### src/rtl/hazard_scoreboard_unit_if.sv
// ID-stage hazard scoreboard bus: decode-side inputs and the stall controls
// driven back into the front end. Optional stall statistics: HAZARD_STATS_EN.
interface hazard_scoreboard_unit_if #(
    parameter int unsigned REG_ADDR_W  = 5,
    parameter int unsigned LAT_W       = 3,
    parameter int unsigned STALL_CNT_W = 32
);
    logic                   id_valid;
    logic [REG_ADDR_W-1:0]  id_rs1;
    logic [REG_ADDR_W-1:0]  id_rs2;
    logic                   id_use_rs1;
    logic                   id_use_rs2;
    logic [REG_ADDR_W-1:0]  id_rd;
    logic                   id_reg_write;
    logic [LAT_W-1:0]       id_latency;
    logic                   flush;
    logic                   is_hazard;
    logic                   IF_ID_inst_write;
    logic                   PCWrite;
    logic                   busy;
    logic [STALL_CNT_W-1:0] stall_count;

    // Decode stage / testbench side
    modport master (
        output id_valid, id_rs1, id_rs2, id_use_rs1, id_use_rs2,
               id_rd, id_reg_write, id_latency, flush,
        input  is_hazard, IF_ID_inst_write, PCWrite, busy, stall_count
    );

    // Scoreboard side
    modport slave (
        input  id_valid, id_rs1, id_rs2, id_use_rs1, id_use_rs2,
               id_rd, id_reg_write, id_latency, flush,
        output is_hazard, IF_ID_inst_write, PCWrite, busy, stall_count
    );
endinterface

### src/rtl/hazard_scoreboard_unit.sv
// Per-register countdown scoreboard for in-flight writes of variable latency.
// Detects RAW and WAW hazards at ID and drives bubble / IF-ID / PC enables.
// Hazard outputs are combinational from registered counters (zero latency).
// Optional stall statistics counter enabled by defining HAZARD_STATS_EN.
module hazard_scoreboard_unit #(
    parameter int unsigned REG_ADDR_W  = 5,
    parameter int unsigned LAT_W       = 3,
    parameter int unsigned STALL_CNT_W = 32
) (
    input logic                     clk,
    input logic                     reset,
    hazard_scoreboard_unit_if.slave sb
);
    localparam int unsigned NUM_REGS = 1 << REG_ADDR_W;

    logic [LAT_W-1:0] cnt_q [NUM_REGS];
    logic [LAT_W-1:0] cnt_d [NUM_REGS];
    logic             raw_c;
    logic             waw_c;
    logic             hazard_c;
    logic             alloc_c;
    logic             busy_c;

    // Hazard detection from the current ID instruction against the scoreboard
    always_comb begin
        raw_c    = (sb.id_use_rs1 && (sb.id_rs1 != '0) && (cnt_q[sb.id_rs1] != '0)) ||
                   (sb.id_use_rs2 && (sb.id_rs2 != '0) && (cnt_q[sb.id_rs2] != '0));
        waw_c    = sb.id_reg_write && (sb.id_rd != '0) && (cnt_q[sb.id_rd] > sb.id_latency);
        hazard_c = sb.id_valid && !sb.flush && (raw_c || waw_c);
        alloc_c  = sb.id_valid && !sb.flush && !hazard_c && sb.id_reg_write;
    end

    // Next counter values: allocation wins over decrement, zero saturates
    always_comb begin
        for (int unsigned r = 0; r < NUM_REGS; r++) begin
            cnt_d[r] = cnt_q[r];
            if ((r != 0) && alloc_c && (sb.id_rd == REG_ADDR_W'(r))) begin
                cnt_d[r] = sb.id_latency;
            end else if (cnt_q[r] != '0) begin
                cnt_d[r] = cnt_q[r] - LAT_W'(1);
            end
        end
    end

    // Scoreboard busy when any write is still in flight
    always_comb begin
        busy_c = 1'b0;
        for (int unsigned r = 0; r < NUM_REGS; r++) begin
            busy_c = busy_c | (cnt_q[r] != '0);
        end
    end

    // Counter state register
    always_ff @(posedge clk or negedge reset) begin
        if (!reset) begin
            for (int unsigned r = 0; r < NUM_REGS; r++) begin
                cnt_q[r] <= '0;
            end
        end else begin
            cnt_q <= cnt_d;
        end
    end

    assign sb.is_hazard        = hazard_c;
    assign sb.IF_ID_inst_write = !hazard_c;
    assign sb.PCWrite          = !hazard_c;
    assign sb.busy             = busy_c;

`ifdef HAZARD_STATS_EN
    logic [STALL_CNT_W-1:0] stall_q;

    // Saturating count of stalled cycles, cleared only by reset
    always_ff @(posedge clk or negedge reset) begin
        if (!reset) begin
            stall_q <= '0;
        end else if (hazard_c && (stall_q != '1)) begin
            stall_q <= stall_q + STALL_CNT_W'(1);
        end
    end

    assign sb.stall_count = stall_q;
`else
    assign sb.stall_count = STALL_CNT_W'(0);
`endif

endmodule

### src/flat_wrapper.sv
// flat-port wrapper written by rule: the top's interface ports become plain ports
module hazard_scoreboard_unit_flat 
#(
    parameter int unsigned REG_ADDR_W  = 5,
    parameter int unsigned LAT_W       = 3,
    parameter int unsigned STALL_CNT_W = 32
)
  (clk, reset, sb_id_valid, sb_id_rs1, sb_id_rs2, sb_id_use_rs1, sb_id_use_rs2, sb_id_rd, sb_id_reg_write, sb_id_latency, sb_flush, sb_is_hazard, sb_IF_ID_inst_write, sb_PCWrite, sb_busy, sb_stall_count);
  hazard_scoreboard_unit_if #(.REG_ADDR_W(REG_ADDR_W), .LAT_W(LAT_W), .STALL_CNT_W(STALL_CNT_W)) sb_i ();
  input logic clk;
  input logic reset;
  input wire logic [$bits(sb_i.id_valid)-1:0] sb_id_valid;
  input wire logic [$bits(sb_i.id_rs1)-1:0] sb_id_rs1;
  input wire logic [$bits(sb_i.id_rs2)-1:0] sb_id_rs2;
  input wire logic [$bits(sb_i.id_use_rs1)-1:0] sb_id_use_rs1;
  input wire logic [$bits(sb_i.id_use_rs2)-1:0] sb_id_use_rs2;
  input wire logic [$bits(sb_i.id_rd)-1:0] sb_id_rd;
  input wire logic [$bits(sb_i.id_reg_write)-1:0] sb_id_reg_write;
  input wire logic [$bits(sb_i.id_latency)-1:0] sb_id_latency;
  input wire logic [$bits(sb_i.flush)-1:0] sb_flush;
  output wire logic [$bits(sb_i.is_hazard)-1:0] sb_is_hazard;
  output wire logic [$bits(sb_i.IF_ID_inst_write)-1:0] sb_IF_ID_inst_write;
  output wire logic [$bits(sb_i.PCWrite)-1:0] sb_PCWrite;
  output wire logic [$bits(sb_i.busy)-1:0] sb_busy;
  output wire logic [$bits(sb_i.stall_count)-1:0] sb_stall_count;
  assign sb_i.id_valid = sb_id_valid;
  assign sb_i.id_rs1 = sb_id_rs1;
  assign sb_i.id_rs2 = sb_id_rs2;
  assign sb_i.id_use_rs1 = sb_id_use_rs1;
  assign sb_i.id_use_rs2 = sb_id_use_rs2;
  assign sb_i.id_rd = sb_id_rd;
  assign sb_i.id_reg_write = sb_id_reg_write;
  assign sb_i.id_latency = sb_id_latency;
  assign sb_i.flush = sb_flush;
  assign sb_is_hazard = sb_i.is_hazard;
  assign sb_IF_ID_inst_write = sb_i.IF_ID_inst_write;
  assign sb_PCWrite = sb_i.PCWrite;
  assign sb_busy = sb_i.busy;
  assign sb_stall_count = sb_i.stall_count;
  hazard_scoreboard_unit #(.REG_ADDR_W(REG_ADDR_W), .LAT_W(LAT_W), .STALL_CNT_W(STALL_CNT_W)) u_core (.clk(clk), .reset(reset), .sb(sb_i));
endmodule
### config.mk
export PLATFORM = sky130hd
export DESIGN_NAME = hazard_scoreboard_unit_flat
export DESIGN_NICKNAME = d
export VERILOG_FILES = /design/src/rtl/hazard_scoreboard_unit_if.sv /design/src/rtl/hazard_scoreboard_unit.sv /design/src/flat_wrapper.sv
export SDC_FILE = /design/constraint.sdc
export NUM_CORES = 1
export LEC_CHECK = 0
export BUFFER_PORTS_ARGS = -buffer_cell sky130_fd_sc_hd__buf_4
export CAP_MARGIN = 5
export CORE_ASPECT_RATIO = 0.8
export CORE_MARGIN = 3
export CORE_UTILIZATION = 56
export CTS_BUF_LIST = sky130_fd_sc_hd__clkbuf_16
export CTS_CLUSTER_DIAMETER = 30
export DETAILED_ROUTE_END_ITERATION = 10
export PLACE_DENSITY = 0.78
export RECOVER_POWER = 100
export SLEW_MARGIN = 40
export SYNTH_ARGS = -nofsm -noshare
export SYNTH_HDL_FRONTEND = slang
export SYNTH_SLANG_ARGS = --single-unit
### constraint.sdc
create_clock -name clk -period 4.4 [get_ports clk]
set_clock_uncertainty 0.2 [all_clocks]
set_input_delay 0.44 -clock clk [delete_from_list [all_inputs] [get_ports clk]]
set_output_delay 0.44 -clock clk [all_outputs]
set_load 0.03 [all_outputs]
==> flow_metrics.tcl <==
set metrics [dict create \
    die-height_um 116 \
    drive_above_1_share 0.252 \
    synth_cells 817 \
    die_area_um2 16600 \
    yosysUniqueCellTypes 56 \
    grt_use_met3 0.0953 \
    crit_path_end "sb_is_hazard" \
    htreeDepth 3 \
    grtUsageMet2 0.441 \
    antenna_found_initial 0 \
    ir_drop_v 0.000348 \
    cp.required_ns 3.76 \
    drc 0 \
    regMostFlops "u_core.cnt_q" \
    synth_top_area_frac 0.285 \
    syn_area_um2 8440 \
    slew_headroom -0.228 \
    ys.warnings.count 0 \
    timing.fmax_mhz 224 \
    cts-root-buf "clkbuf_16" \
    numCtsBuffers 9 \
    fin_area_um2 9670 \
    vias_per_cell 6.21 \
    largest_reg_flops 96 \
    grt_max_degree 71 \
    layout_setup_ws_ns -0.0609 \
    hold_viol 0 \
    avgSynthCellArea_um2 10.3 \
    placement.io_buffers 28 \
    grt_first_pass_wirelength_um 37500 \
    cp_cell_sequence "mux4_2 > mux4_2 > mux2_4 > ha_4 > a21o_1 > a21oi_2 > o32ai_1 > or4_4 > or2_4 > and2_4 > buf_6" \
    min_path_type "register to register" \
    status "complete, but fails checks" \
    seq_area_frac_synth 0.285 \
    r2r_cells 12 \
    first_iter_violations 988 \
    die_w_um 143 \
    worstSkewPairLatency_ns 0.36 \
    p_leak_nw 4.62 \
    synth_area_leaders "dfrtp_1, mux2i_1, ha_1" \
    ys_ff_latch 96 \
    overflow 0 \
    grt_util_all_layers 0.297 \
    drtAntennaViolNets 0 \
    r2r-start "u_core.cnt_q[61]" \
    antennaDiodeCount 0 \
    grt_pass1_vias 6693 \
    min_period_ns 4.46 \
    critical_path_buf_inv_count 1 \
    synthFlopType "dfrtp_1" \
    tns_ns -0.250 \
    worst_ep_arrival_time_ns 3.82 \
    crit_path_start_kind "register" \
    vias 6850 \
    end_kind "primary output" \
    startpoint "u_core.cnt_q[61]" \
    reg2reg_slack_ns -0.04 \
    tightestPinTransition_ns 1.84 \
    path_common_cell "mux4_2" \
    r2r_end "u_core.cnt_q[21]" \
    maxCapViolations 2 \
    place_congestion 1.02 \
    drtPass1Iterations 6 \
    rsz0062_at_grt "true" \
    wl_per_cell_um 21.7 \
    worst-setup-path-type "register to primary output" \
    placed_cell_area_um2 9300 \
    use_met1 0.418 \
    cpPeakStageDelay_ns 0.55 \
    critPathSlowestCell "or4_4" \
    yosys.area.top_type "dfrtp_1" \
    cp_max_fo 3 \
    drv_slew 99 \
    reg_top3 "u_core.cnt_q x96" \
    async_flop_share 1.00 \
    crit_family "multiplexers" \
    p_per_area_nw_per_um2 661 \
    io_pins 61 \
    cts_tree "done" \
    violations "max-capacitance violations, max-slew violations, negative setup slack" \
    area_growth_pct 14.6 \
    clock_path_buffers 2 \
    start_util 0.582 \
    fin_crit_sh 1.01 \
    clock-sinks 96 \
    core_area_um2 14500 \
    clkTransAtPathRegs_ns 0.07 \
    nNetsFinal 1007 \
    grt-busiest-layer "met2" \
    wirelength_um 24000 \
    synth_edf_count 0 \
    num_rows 39 \
    setup_viol_count_final 13 \
    cp.depth 11 \
    dp.final_hpwl_um 17700 \
]
report_power, final:
group / switching [W] / internal, W / total (W)
logic: 0.00192 / 0.00189 / 0.00381
registers: 0.000480 / 0.00137 / 0.00185
clock network: 0.000351 / 0.000373 / 0.000724
metrics by stage:
stage | hold WS, ns | cells | utilization | setup slack [ns] | power, W
after floorplan | -0.0556 | 848 | - | 0.000887 | 0.00435
after global placement | 0.428 | 1081 | 0.641 | -0.392 | 0.00530
after detailed placement | 0.304 | 1081 | 0.642 | -0.445 | 0.00545
after CTS | 0.464 | 1099 | 0.664 | -0.0382 | 0.00625
after global routing | 0.501 | 1103 | 0.667 | -0.127 | 0.00688
final | 0.461 | 1103 | 0.667 | -0.0609 | 0.00639
cell usage after synthesis, types with 4 or more instances:
master    number
nor4b_1        7
ha_1          67
a21oi_1       11
buf_4         34
mux2i_1       94
nor3_1        36
nor2_1        39
xnor2_1       32
mux4_1         4
mux2_1        14
dfrtp_1       96
nor4_1        19
inv_1         75
nor4_4         4
clkbuf_1      17
or4_1          4
buf_2          7
or4_4         22
nand2b_1      41
o21ai_0       33
mux4_2        33
nand3_1        5
nor4b_4        4
buf_6          5
mux2_2         4
mux2_4        16
nand2_1       42
a211oi_1       5
buf_1          5
worst min-delay path: stages (launching register included):
cell,delay [ns]
dfrtp_1,0.41
mux2i_1,0.09
mux2i_1,0.12
cells by family (layout without fill, tap and decap cells):
kind of cell | after synthesis | in the layout | synth area share
other | 1 | 32 | 0.000444
multiplexers | 165 | 165 | 0.265
buffers and inverters | 143 | 214 | 0.0842
AO/OA/AOI/OAI | 73 | 73 | 0.0537
flip-flops | 96 | 96 | 0.285
XOR/XNOR | 32 | 32 | 0.0332
adder cells (fa/ha/maj) | 67 | 67 | 0.0994
AND/OR/NAND/NOR | 240 | 240 | 0.180
layer usage:
metal,share of wire,up-vias
met3,0.12,54
met1,0.42,3320
li1,-,3075
met5,0,-
met4,0.027,0
met2,0.43,401
layout make-up:
| cell class | count | area, µm² |
|---|---|---|
| Clock buffer | 9 | 225 |
| Clock inverter | 6 | 30.0 |
| Fill cell | 1108 | 4830 |
| Inverter | 75 | 282 |
| Multi-Input combinational cell | 609 | 5510 |
| Sequential cell | 96 | 2410 |
| Tap cell | 184 | 230 |
| Timing Repair Buffer | 124 | 981 |
worst min-delay path by stage:
stage	from	endpoint	slack, ns	cells past startpoint
6_report	u_core.cnt_q[44]	u_core.cnt_q[44]	0.46	2
3_5_place_dp	reset	u_core.cnt_q[56]	0.30	1
2_1_floorplan	reset	u_core.cnt_q[0]	-0.06	0
5_1_grt	u_core.cnt_q[71]	u_core.cnt_q[71]	0.50	2
3_3_place_gp	reset	u_core.cnt_q[56]	0.43	1
4_1_cts	u_core.cnt_q[44]	u_core.cnt_q[44]	0.46	2
cells in the final DEF, fill, tap and decap left out, types with 3 or more instances in the layout:
cell and count:
buf_12 4, mux2i_1 94, nand3_1 5, or4_4 22, mux4_2 34, nor4_1 19, nor4b_1 7, buf_4 110
nor4b_4 4, dfrtp_2 7, nor2b_1 3, nand2b_1 41, inv_1 77, o21ai_0 33, xnor2_1 32, buf_6 4
a21oi_1 10, clkbuf_16 9, clkbuf_1 4, conb_1 32, mux2_2 3, or4_1 4, or3_1 3, o311ai_0 3
nor4_4 4, a211oi_1 5, nand2_1 41, mux2_4 19, mux2_1 12, ha_1 65, o22ai_1 3, nor3_1 36
dfrtp_1 89, mux4_1 3, nor2_1 39
what timing repair did:
action                                 CTS  global route
pin swaps                                3             2
resized for setup                        9            14
setup endpoints to repair               43            81
hold buffers                             1             0
buffers inserted                         2             4
endpoints found under the hold margin   69             0
Note: power is estimated with default switching activity, not from simulation.
